--- src/rtl/apb_pkg.sv ---
// Shared types and default widths for the processor-to-APB bridge.
// No logic, so no latency and no backpressure of its own.
// Width and timeout defaults used by the bridge and its timeout counter.
package apb_pkg;

    localparam int DEF_DATA_W  = 8;
    localparam int DEF_ADDR_W  = 8;
    localparam int DEF_SEL_W   = 2;
    localparam int DEF_TIMEOUT = 16;

    typedef enum logic [1:0] {
        IDLE,
        SETUP,
        ACCESS,
        DONE
    } apb_state_t;

endpackage

--- src/rtl/apb_timeout_counter.sv ---
// Counts ACCESS cycles without PREADY and flags the edge on which the count reaches TIMEOUT.
// expired is combinational from the current count, so the FSM can act on that same edge.
// No backpressure. The count saturates instead of wrapping. TIMEOUT=0 disables expiry.
module apb_timeout_counter
    import apb_pkg::*;
#(
    parameter int TIMEOUT = DEF_TIMEOUT
) (
    input  logic clk,
    input  logic reset,
    input  logic clear,
    input  logic count_en,
    output logic expired
);

    localparam int            CW      = (TIMEOUT > 0) ? $clog2(TIMEOUT + 1) : 1;
    localparam bit            ENABLED = (TIMEOUT > 0);
    localparam logic [CW-1:0] CMAX    = CW'(TIMEOUT);
    localparam logic [CW-1:0] CLAST   = CW'((TIMEOUT > 0) ? TIMEOUT - 1 : 0);

    logic [CW-1:0] count;

    always_ff @(posedge clk or posedge reset) begin
        if (reset) begin
            count <= '0;
        end else if (clear) begin
            count <= '0;
        end else if (ENABLED && count_en && (count != CMAX)) begin
            count <= count + CW'(1);
        end
    end

    // True when this edge's increment brings the count to TIMEOUT.
    assign expired = ENABLED && count_en && (count >= CLAST);

endmodule

--- src/rtl/apb_master_bridge.sv ---
// Turns single-shot processor requests into APB SETUP/ACCESS transfers and returns completion.
// Zero-wait latency: start edge N -> proc_ready in cycle N+3. Each slave wait cycle adds 1.
// The slave stalls the bridge through PREADY. proc_start is ignored while proc_busy=1. No queuing.
module apb_master_bridge
    import apb_pkg::*;
#(
    parameter int DATA_W  = DEF_DATA_W,
    parameter int ADDR_W  = DEF_ADDR_W,
    parameter int SEL_W   = DEF_SEL_W,
    parameter int TIMEOUT = DEF_TIMEOUT
) (
    input  logic              clk,
    input  logic              reset,
    input  logic              proc_start,
    input  logic              proc_write,
    input  logic [SEL_W-1:0]  proc_sel,
    input  logic [ADDR_W-1:0] proc_addr,
    input  logic [DATA_W-1:0] proc_wdata,
    input  logic [7:0]        proc_wait_cycles,
    output logic [DATA_W-1:0] proc_rdata,
    output logic              proc_ready,
    output logic              proc_error,
    output logic              proc_busy,
    output logic              apb_write,
    output logic [SEL_W-1:0]  apb_sel,
    output logic [ADDR_W-1:0] apb_addr,
    output logic [DATA_W-1:0] apb_wdata,
    output logic              apb_enable,
    output logic [7:0]        apb_wait_cycles,
    input  logic              apb_ready,
    input  logic [DATA_W-1:0] apb_rdata
);

    apb_state_t state;
    logic       legal_sel;
    logic       cnt_clear;
    logic       cnt_en;
    logic       expired;

    assign legal_sel = $onehot(proc_sel);
    assign cnt_clear = (state == IDLE) && proc_start && legal_sel;
    assign cnt_en    = (state == ACCESS) && !apb_ready;

    apb_timeout_counter #(
        .TIMEOUT (TIMEOUT)
    ) u_timeout (
        .clk      (clk),
        .reset    (reset),
        .clear    (cnt_clear),
        .count_en (cnt_en),
        .expired  (expired)
    );

    // The APB address-phase registers double as the request latch.
    always_ff @(posedge clk or posedge reset) begin
        if (reset) begin
            state           <= IDLE;
            proc_rdata      <= '0;
            proc_ready      <= 1'b0;
            proc_error      <= 1'b0;
            proc_busy       <= 1'b0;
            apb_write       <= 1'b0;
            apb_sel         <= '0;
            apb_addr        <= '0;
            apb_wdata       <= '0;
            apb_enable      <= 1'b0;
            apb_wait_cycles <= '0;
        end else begin
            case (state)
                IDLE: begin
                    if (proc_start) begin
                        proc_busy <= 1'b1;
                        if (legal_sel) begin
                            state           <= SETUP;
                            apb_write       <= proc_write;
                            apb_sel         <= proc_sel;
                            apb_addr        <= proc_addr;
                            apb_wdata       <= proc_wdata;
                            apb_wait_cycles <= proc_wait_cycles;
                        end else begin
                            state      <= DONE;
                            proc_ready <= 1'b1;
                            proc_error <= 1'b1;
                            proc_rdata <= '0;
                        end
                    end
                end
                SETUP: begin
                    apb_enable <= 1'b1;
                    state      <= ACCESS;
                end
                ACCESS: begin
                    // PREADY takes priority over an expiry on the same edge.
                    if (apb_ready || expired) begin
                        state           <= DONE;
                        proc_ready      <= 1'b1;
                        proc_error      <= !apb_ready;
                        proc_rdata      <= (apb_ready && !apb_write) ? apb_rdata : '0;
                        apb_write       <= 1'b0;
                        apb_sel         <= '0;
                        apb_addr        <= '0;
                        apb_wdata       <= '0;
                        apb_enable      <= 1'b0;
                        apb_wait_cycles <= '0;
                    end
                end
                DONE: begin
                    state      <= IDLE;
                    proc_ready <= 1'b0;
                    proc_error <= 1'b0;
                    proc_busy  <= 1'b0;
                end
                default: state <= IDLE;
            endcase
        end
    end

endmodule

--- config.mk ---
export PLATFORM = sky130hd
export DESIGN_NAME = apb_master_bridge
export DESIGN_NICKNAME = d
export VERILOG_FILES = /design/src/rtl/apb_pkg.sv /design/src/rtl/apb_timeout_counter.sv /design/src/rtl/apb_master_bridge.sv
export SDC_FILE = /design/constraint.sdc
export NUM_CORES = 1
export LEC_CHECK = 0
export ABC_AREA = 1
export CAP_MARGIN = 20
export CORE_MARGIN = 2
export CORE_UTILIZATION = 51
export CTS_BUF_LIST = sky130_fd_sc_hd__clkbuf_4
export DETAILED_ROUTE_END_ITERATION = 8
export GPL_ROUTABILITY_DRIVEN = 0
export PLACE_DENSITY = 0.95
export SLEW_MARGIN = 20
export SYNTH_ARGS = -nofsm -noshare
export SYNTH_HDL_FRONTEND = slang
export SYNTH_HIERARCHICAL = 1
export SYNTH_SLANG_ARGS = --single-unit
--- constraint.sdc ---
create_clock -name clk -period 3.15 [get_ports clk]
set_input_delay 0.63 -clock clk [delete_from_list [all_inputs] [get_ports clk]]
set_output_delay 0.63 -clock clk [all_outputs]
set_load 0.02 [all_outputs]
==> results.md, run 1 <==
- Status: complete, no violations
- Initial core utilization: 0.531
- Final count of hold timing violations: 0
- Sequential Power Share: 0.324
- Die Wd: between 70 and 80 µm
- Class of the worst hold path: reg -> reg
- Slew margin rel.: 0.542
- DIE AREA: 0.00512 mm²
- Clock slew at reported path FFs: between 0.1 and 0.15 ns
- Cts repair resizes: 0
- Ant. Diodes: 0
- Max-Cap Viols: 0
- Tot GR Track Use: 0.240
- Final setup viols: 0
- Synthesized instance count: between 200 and 300
- CP arrival: 2.68 ns
- Worst-Margin Slew: slightly below 0.7 ns
- Nets: 403
- Initial DRC count: 150
- CP Data Required Time: 3.40 ns
- Root Buffer: clkbuf_4
- Peak supply drop: 0.535 mV
- Mapped cell area: 0.00233 mm²
- Number of antenna violations at the first check in global routing: 0
- WL final: 5800 µm
- TritonCTS clock tree: yes
- Sequential area share after synthesis: 0.494
- Htree depth: 2
- Core ar.: 0.00438 mm²
- Final Skew: 0.0122 ns
- Comb power frac: 0.591
- Top post-synthesis cells by area: dfrtp_1 (49%), nand2_1 (17%), nand4_1 (11%)
- Sequential Area: 0.00115 mm²
- Top delay family on crit path: buffers and inverters
- Port buffer count: between 70 and 80
- Most frequent CP cell: nand2_1
- Synth cell types: 24
- Flop and latch count out of synthesis: 46
- Fillcell total: 325
- Min Tclk post-route: between 2 and 2.5 ns
- Largest net degree at the start of global routing: 32
- Peak Freq: between 400 and 500 MHz
- Crit Path Class: reg -> reg
- Io pins: 78
- Critical path fanouts, max: 31
- Sw frac: 0.469
- CP Cell Sequence: inv_1, ha_1, inv_2, o21ai_2, nand3_2, nand2_1, nand2_1
- CTS Buf Count: 5
- Final TNS setup: 0 ns
- Max-slew violation count: 0
- Period utilization: 0.769
- Power Density: 1010 mW/mm²
- Vias in the first global route: between 2,000 and 2,500
- Critical-path top delay cell: ha_1
- Rows: 24
- CP Launch Type: register
- Share of power burned in the clock network: 0.086
- YS warnings: 6
- DP Wirelength: 4270 µm
- Synth async-reset ratio: 1.00
- CTS sink count: 46
- Post-synth top area cell: dfrtp_1
- Sw Pwr: 1.50 mW
- P_int: 1.70 mW
- Setup crit end kind: register
- # Post-CTS Setup Buffers: 0
- Share of the synthesized area in the top cell type: 0.494
- Routed len/inst: ~14 µm
- Vias per cell: ~5.5
- RSZ-0062 raised after global routing: false
- Area Overhead vs Synth: 36.4%
- Synth top cells by count: nand2_1 (105), dfrtp_1 (46), nand4_1 (41)
- ANT nets after route: 0
- Mapped Avg Cell Area: 8.35 µm²
- Leak: 1.58 nW
- Multi-input gate area: 0.00103 mm²
- Buffers & Inverters on Critical Path: 2
- Worst-case clock buffer depth: 2
- Syn nets: around 330
- Worst skew pair latency: roughly 0.36 ns
- EDFF count, synth: 0
- Max incr delay on CP: 0.47 ns
- Total grt overflow: 0
- Die height: 71.6 µm
- Share of layout cells above drive strength 1: 0.0674
- Drt pass-1 iters: 4
- # DRC: 0
- First-pass GRT wire length: 9490 µm
- Hold buffers post-CTS: 0
- Vias: about 2,200
- Final Util: 0.725
- Most frequent cell after synthesis: nand2_1
- Top_reg_cell synth: dfrtp_1
[tightest hold or removal path: cells and delay by family, from the launching register on]
family,cells,cell delay (ns)
flip-flops,1,0.36
AND/OR/NAND/NOR,2,0.10
[layout by cell type (no fill, tap or decap)]
master and n:
inv_2 2, clkbuf_4 6, o21ai_4 1, clkdlybuf4s50_1 77, nand2_1 105, nand4_1 41, nor2_1 17, nand3_1 8
dfrtp_1 46, nand3_4 2, nor2_2 1, a21oi_1 3, nand2_2 3, xor2_1 1, clkinv_1 1, inv_1 18
buf_4 4, nand3_2 1, clkinv_2 2, o21ai_2 1, nand2_4 1, ha_1 9, o21ai_0 6
[cells by family after synthesis]
family	Yosys count	share of synthesized area
AOI/OAI and AO/OA	11	0.0301
xor gates and xnor gates	1	0.00376
adders and majority gates	9	0.0483
buffers and inverters	33	0.0650
DFF	46	0.494
and+or+nand+nor	179	0.359
[flip-flops by register name (all words and copies together) (netlist names)]
signal           cells
u_timeout/count      5
apb_write            1
apb_addr             8
proc_error           1
state                2
apb_wdata            8
apb_enable           1
apb_sel              2
proc_rdata           8
proc_ready           1
apb_wait_cycles      8
proc_busy            1
[routing by layer]
| metal | vias to the layer above | GRT usage | part of all wire |
|---|---|---|---|
| li1 | 1080 | - | - |
| met1 | 1040 | 0.288 | 0.39 |
| met2 | 95 | 0.407 | 0.51 |
| met3 | 17 | 0.0366 | 0.058 |
| met4 | 0 | 0.145 | 0.034 |
| met5 | - | 0 | 0 |
[stage by stage]
| step | cells | power (mW) | hold slack, ns | instance area, µm² | setup slack, ns |
|---|---|---|---|---|---|
| after floorplan | 279 | 2.25 | 0.409 | 2330 | 1.14 |
| after global placement | 400 | 2.85 | 0.454 | 3120 | 0.822 |
| after detailed placement | 400 | 2.94 | 0.459 | 3120 | 0.719 |
| after CTS | 408 | 3.22 | 0.472 | 3180 | 0.775 |
| after global routing | 408 | 3.46 | 0.516 | 3180 | 0.561 |
| final | 408 | 3.21 | 0.486 | 3180 | 0.728 |
[layout make-up]
class / instances / area share
clock buffers: 6 / 0.0142
clock inverters: 2 / 0.00276
inverters: 21 / 0.0252
multi-input cells: 200 / 0.323
flip-flops and latches: 46 / 0.362
well taps: 52 / 0.0205
repair buffers: 81 / 0.252
[power by group through the flow]
stage	Sequential (mW)	Combinational (mW)	Clock, mW
after floorplan	1.29	0.965	0
after global placement	1.03	1.82	0
after detailed placement	1.04	1.90	0
after CTS	1.03	1.90	0.286
after global routing	1.07	2.08	0.311
final	1.04	1.89	0.274
[path summary, 6_finish.rpt]
check	start	end	slack (ns)	cells after the start
setup / recovery	state[0]	proc_rdata[6]	0.73	7
hold / removal	apb_wait_cycles[1]	apb_wait_cycles[1]	0.49	2
setup reg to reg	state[0]	proc_rdata[6]	0.73	7
hold reg to reg	apb_wait_cycles[1]	apb_wait_cycles[1]	0.49	2
max in group asynchronous	reset	proc_busy	1.87	3
min in group asynchronous	reset	u_timeout/count[4]	0.50	2
No activity file was read; power rests on OpenSTA's default activity.
==> run 2, diff against run 1 <==
--- a/config.mk
+++ b/config.mk
@@ -8,11 +8,11 @@
 export ABC_AREA = 1
 export CAP_MARGIN = 20
 export CORE_MARGIN = 2
-export CORE_UTILIZATION = 51
+export CORE_UTILIZATION = 43
 export CTS_BUF_LIST = sky130_fd_sc_hd__clkbuf_4
 export DETAILED_ROUTE_END_ITERATION = 8
 export GPL_ROUTABILITY_DRIVEN = 0
-export PLACE_DENSITY = 0.95
+export PLACE_DENSITY = 0.88
 export SLEW_MARGIN = 20
 export SYNTH_ARGS = -nofsm -noshare
 export SYNTH_HDL_FRONTEND = slang
==> constraint.sdc (replaced) <==
create_clock -name clk -period 2.2 [get_ports clk]
set_input_delay 0.44 -clock clk [delete_from_list [all_inputs] [get_ports clk]]
set_output_delay 0.44 -clock clk [all_outputs]
set_load 0.02 [all_outputs]
==> results.md, run 2 (synthesis results as in run 1) <==
- Slew margin rel.: 0.571 (+0.0290)
- CTS sink count: 46 (unchanged)
- Max-Cap Viols: 0 (unchanged)
- Critical path fanouts, max: 14 (-55%)
- Port buffer count: 77 (unchanged)
- CP Launch Type: register
- Class of the worst hold path: in -> async
- Final TNS setup: 0 ns (unchanged)
- Commonest non-fill, non-tap cells in the layout: nand2_1 (104), clkdlybuf4s50_1 (77), dfrtp_1 (46)
- Critical-path top delay cell: dfrtp_1
- Worst-case clock buffer depth: 2 (unchanged)
- Peak supply drop: 0.758 mV (+42%)
- Period utilization: 0.891 (+0.122)
- Htree depth: 2 (unchanged)
- Met3 usage: 0.0453 (+0.00878)
- TritonCTS clock tree: yes
- Vias in the first global route: 2,063 (-2.2%)
- Root Buffer: clkbuf_4
- CTS Buf Count: 5 (unchanged)
- Initial core utilization: 0.450 (-0.0810)
- Leak: 1.60 nW (+1.4%)
- Die Wd: 77.6 µm (+8.4%)
- Fillcell total: 452 (+39%)
- Busiest grt layer: met2
- R2R Setup Slk: 0.24 ns (-0.49 ns)
- Ant. Diodes: 0 (unchanged)
- CP Data Required Time: 2.50 ns (-0.90 ns)
- Final Util: 0.630 (-0.0950)
- Max-slew violation count: 0 (unchanged)
- RSZ-0062 raised after global routing: false
- Status: complete, no violations
- Area Overhead vs Synth: 39.8%
- Total grt overflow: 0 (unchanged)
- CP Cell Sequence: ha_1, nand2_1, nor2_1, ha_1, nor2_1, a21oi_1, nor2_1, nand2_2, nand3_4, nand2_1, nand2_1
- Die height: 77.6 µm (+8.4%)
- Final Skew: 0.0131 ns (+0.000901 ns)
- DP Wirelength: 4180 µm (-2.1%)
- Routed len/inst: 13.3 µm (-6.6%)
- Peak Freq: 510 MHz (+24%)
- Crit Path Class: reg -> reg
- Most common cell after layout, fill and taps aside: nand2_1
- CP arrival: 2.26 ns (-0.42 ns)
- Vias per cell: 5.07 (-7.4%)
- Max incr delay on CP: 0.44 ns (-0.03 ns)
- Worst-Margin Slew: 0.639 ns (-0.0449 ns)
- Nets: 409 (+1.5%)
- ANT nets after route: 0 (unchanged)
- Io pins: 78 (unchanged)
- WL final: 5730 µm (-1.1%)
- Final count of hold timing violations: 0 (unchanged)
- GRT met1 Usage: 0.246 (-0.0414)
- Largest net degree at the start of global routing: 28 (-13%)
- Setup crit end kind: register
- Min Tclk post-route: 1.96 ns (-0.463 ns)
- Drt pass-1 iters: 4 (unchanged)
- Share of layout cells above drive strength 1: 0.0829 (+0.0155)
- First-pass GRT wire length: 9470 µm (-0.22%)
- Clock slew at reported path FFs: 0.13 ns (about the same)
- Vias: 2,189 (-1.9%)
- Grt met2 use: 0.334 (-0.0738)
- Number of antenna violations at the first check in global routing: 0 (unchanged)
- Final setup viols: 0 (unchanged)
- # DRC: 0 (unchanged)
- Tot GR Track Use: 0.194 (-0.0460)
- Initial DRC count: 81 (-46%)
- Worst skew pair latency: 0.35 ns (about the same)
- Rows: 26 (+8.3%)
- Core ar.: 0.00517 mm² (+18%)
- Power Density: 1430 mW/mm² (+42%)
- DIE AREA: 0.00602 mm² (+18%)
-- run 2: final cells by class --
type | instances | area, µm² | area share
clock buffer | 5 | 37.5 | 0.0115
clock inverter | 3 | 16.3 | 0.00499
inverter | 21 | 80.1 | 0.0246
multi-input combinational | 201 | 1050 | 0.321
sequential | 46 | 1150 | 0.353
tap | 70 | 87.6 | 0.0269
timing repair buffer | 86 | 838 | 0.257
-- run 2: timing repair --
action                     4_1_cts  5_1_grt
gates resized for setup          0        2
setup endpoints to repair        0       23
setup buffers                    0        0
hold buffers                     0        0
-- run 2: worst paths after layout --
kind	from	end	cells past startpoint
worst max-delay path	u_timeout/count[0]	apb_addr[6]	11
worst min-delay path	reset	u_timeout/count[0]	2
worst max register to register	u_timeout/count[0]	apb_addr[6]	11
worst min register to register	apb_addr[0]	apb_addr[0]	2
max in group asynchronous	reset	apb_addr[5]	3
min in group clk	apb_addr[0]	apb_addr[0]	2
-- run 2: worst max-delay path: cells and delay by family (launching register included) --
kind / cells / cell delay, ns
adders and majority gates: 2 / 0.41
and+or+nand+nor: 8 / 0.98
DFF: 1 / 0.44
AOI/OAI and AO/OA: 1 / 0.07
-- run 2: per-stage QoR --
| step | power [mW] | instances | cell area (µm²) | setup WS, ns | hold slack, ns |
|---|---|---|---|---|---|
| 2_1_floorplan | 3.23 | 279 | 2330 | 0.187 | 0.219 |
| 3_3_place_gp | 4.17 | 423 | 3180 | 0.152 | 0.453 |
| 3_5_place_dp | 4.26 | 423 | 3180 | 0.0899 | 0.461 |
| 4_1_cts | 4.65 | 431 | 3240 | 0.175 | 0.317 |
| 5_1_grt | 5.06 | 432 | 3260 | 0.0432 | 0.341 |
| 6_report | 4.67 | 432 | 3260 | 0.240 | 0.319 |
-- run 2: report_power, final --
group,internal [mW],leakage (nW),switching (mW),total (mW)
registers,1.23,0.587,0.255,1.48
logic,1.14,0.989,1.66,2.80
clock network,0.119,0.0286,0.263,0.382
-- run 2: per-layer routing --
layer  vias to the layer above  routed length [µm]  share of wire
met5                         -                   0              0
met4                         0                  31         0.0054
met3                         4                 219          0.038
met2                        58                2860           0.50
met1                      1037                2620           0.46
li1                       1090                   -              -
==> run 3, diff against run 2 <==
--- a/config.mk
+++ b/config.mk
@@ -7,12 +7,15 @@
 export LEC_CHECK = 0
 export ABC_AREA = 1
 export CAP_MARGIN = 20
+export CELL_PAD_IN_SITES_DETAIL_PLACEMENT = 0
+export CELL_PAD_IN_SITES_GLOBAL_PLACEMENT = 2
 export CORE_MARGIN = 2
-export CORE_UTILIZATION = 43
+export CORE_UTILIZATION = 24
 export CTS_BUF_LIST = sky130_fd_sc_hd__clkbuf_4
 export DETAILED_ROUTE_END_ITERATION = 8
 export GPL_ROUTABILITY_DRIVEN = 0
-export PLACE_DENSITY = 0.88
+export HOLD_SLACK_MARGIN = 0.08
+export PLACE_DENSITY = 0.87
 export SLEW_MARGIN = 20
 export SYNTH_ARGS = -nofsm -noshare
 export SYNTH_HDL_FRONTEND = slang
==> results.md, run 3 (synthesis results as in run 1) <==
- Status: complete, no violations
- Max incr delay on CP: 0.45 ns (about the same)
- Fin Hold WS: 0.324 ns (+0.00492 ns)
- Period utilization: 0.893 (+0.00231)
- Min Tclk post-route: 1.96 ns (+0.00509 ns)
- Crit Path Class: reg -> reg
- Tot GR Track Use: 0.123 (-0.0714)
- Sequential Area: 0.00115 mm² (unchanged)
- Core ar.: 0.00933 mm² (+80%)
- Die Wd: 103 µm (+32%)
- Critical-path top delay cell: dfrtp_1
- Area Overhead vs Synth: 43.6%
- Post-route cell area: 0.00334 mm² (+2.6%)
- CTS sink count: 46 (unchanged)
- Leak: 1.62 nW (+0.75%)
- # Post-CTS Setup Buffers: 0 (unchanged)
- DP Wirelength: 4500 µm (+7.7%)
- CP Cell Sequence: ha_1, nand2_1, nor2_1, ha_1, nor2_1, a21oi_1, nor2_1, nand2_2, nand2_1, nor2_1, o21ai_0, nand2_1
- Most frequent CP cell: nor2_1
- Die height: 103 µm (+32%)
- CP arrival: 2.23 ns (-0.03 ns)
- Final setup margin: 0.235 ns (-0.00509 ns)
- Vias: 2,193 (+0.18%)
- Htree depth: 2 (unchanged)
- Worst-case clock buffer depth: 2 (unchanged)
- Peak supply drop: 0.360 mV (-52%)
- Largest net degree at the start of global routing: 42 (+50%)
- Area post-placement: 0.00327 mm² (+2.7%)
- ANT nets after route: 0 (unchanged)
- RSZ-0062 raised after global routing: false
- Final count of hold timing violations: 0 (unchanged)
- Max-Cap Viols: 0 (unchanged)
- Class of the worst hold path: in -> async
- Fillcell total: 986 (+120%)
- Total grt overflow: 0 (unchanged)
- Final Skew: 0.00868 ns (-0.00439 ns)
- Port buffer count: 77 (unchanged)
- Peak Freq: 509 MHz (-0.26%)
- DIE AREA: 0.0105 mm² (+75%)
- Multi-input gate area: 0.00105 mm² (unchanged)
- Final TNS setup: 0 ns (unchanged)
- Final cell count without fillers: 491 (+14%)
- Io pins: 78 (unchanged)
- # DRC: 0 (unchanged)
- Share of layout cells above drive strength 1: 0.0856 (+0.00276)
- WL final: 6460 µm (+13%)
- Ant. Diodes: 0 (unchanged)
- Setup crit end kind: register
- Worst r2r path cells: 12 (+1)
- Commonest non-fill, non-tap cells in the layout: nand2_1 (104), clkdlybuf4s50_1 (77), dfrtp_1 (46)
- Initial core utilization: 0.250 (-0.201)
- Final setup viols: 0 (unchanged)
- Place WS: 0.0860 ns (-0.00388 ns)
- Max-slew violation count: 0 (unchanged)
- Initial DRC count: 110 (+36%)
- Worst-Margin Slew: 0.345 ns (-0.294 ns)
- Worst skew pair latency: 0.35 ns (about the same)
- First-pass GRT wire length: 10,200 µm (+7.6%)
- Most common cell after layout, fill and taps aside: nand2_1
- Vias per cell: 4.47 (-12%)
- Routed len/inst: 13.2 µm (-0.83%)
- CP Launch Type: register
- Number of antenna violations at the first check in global routing: 0 (unchanged)
- Clock slew at reported path FFs: 0.14 ns (about the same)
- Power Density: 1420 mW/mm² (-1.2%)
- Critical path fanouts, max: 5 (-9)
- CTS Buf Count: 5 (unchanged)
- Rows: 35 (+35%)
- Slew margin rel.: 0.769 (+0.198)
- TritonCTS clock tree: yes
- CP Data Required Time: 2.46 ns (-0.04 ns)
- Vias in the first global route: 2,117 (+2.6%)
- Root Buffer: clkbuf_4
- Drt pass-1 iters: 4 (unchanged)
- Nets: 409 (unchanged)
- DP Cell Count: 482 (+14%)
[run 3: cell count changes in the layout (fill, tap and decap cells not counted), sizes merged]
cell,change
clkbuf,+1
clkinv,-1
clkinvlp,-1
inv,+1
[run 3: final timing paths]
path / end / startpoint / slack [ns]
worst max-delay path: state[1] / u_timeout/count[0] / 0.24
worst min-delay path: u_timeout/count[0] / reset / 0.32
worst max register to register: state[1] / u_timeout/count[0] / 0.24
worst min register to register: apb_addr[6] / apb_addr[6] / 0.49
max in group asynchronous: apb_wdata[3] / reset / 1.55
min in group clk: apb_addr[6] / apb_addr[6] / 0.49
[run 3: cell type report]
class	count	share of cell area
inverters	21	0.0239
clock inverters	2	0.00262
well taps	129	0.0483
repair buffers	86	0.254
clock buffers	6	0.0135
multi-input cells	201	0.313
flip-flops and latches	46	0.344
[run 3: repair_timing]
item	in CTS	in global routing
hold buffers	0	0
setup endpoints to repair	0	24
resized for setup	0	2
[run 3: power by group]
| part | internal (mW) | leakage [nW] | switching, mW |
|---|---|---|---|
| clock network | 0.133 | 0.0331 | 0.269 |
| logic | 1.15 | 0.996 | 1.71 |
| registers | 1.23 | 0.587 | 0.249 |
[run 3: per-layer routing]
metal	wire length (µm)	up-vias	global-route usage
li1	-	1088	-
met1	2780	1029	0.154
met2	3140	62	0.201
met3	393	14	0.0305
met4	142	0	0.0523
met5	0	-	0
[run 3: critical path: cells and delay by family, from the launching register on]
family / cells / cell delay (ns)
AO/OA/AOI/OAI: 2 / 0.13
adder cells (fa/ha/maj): 2 / 0.40
flip-flops: 1 / 0.45
AND/OR/NAND/NOR: 8 / 0.87
[run 3: per-stage QoR]
stage	utilization	total power, mW
after global routing	0.359	5.18
after detailed placement	0.351	4.32
after global placement	0.351	4.28
after floorplan	-	3.23
final	0.359	4.74
after CTS	0.356	4.75
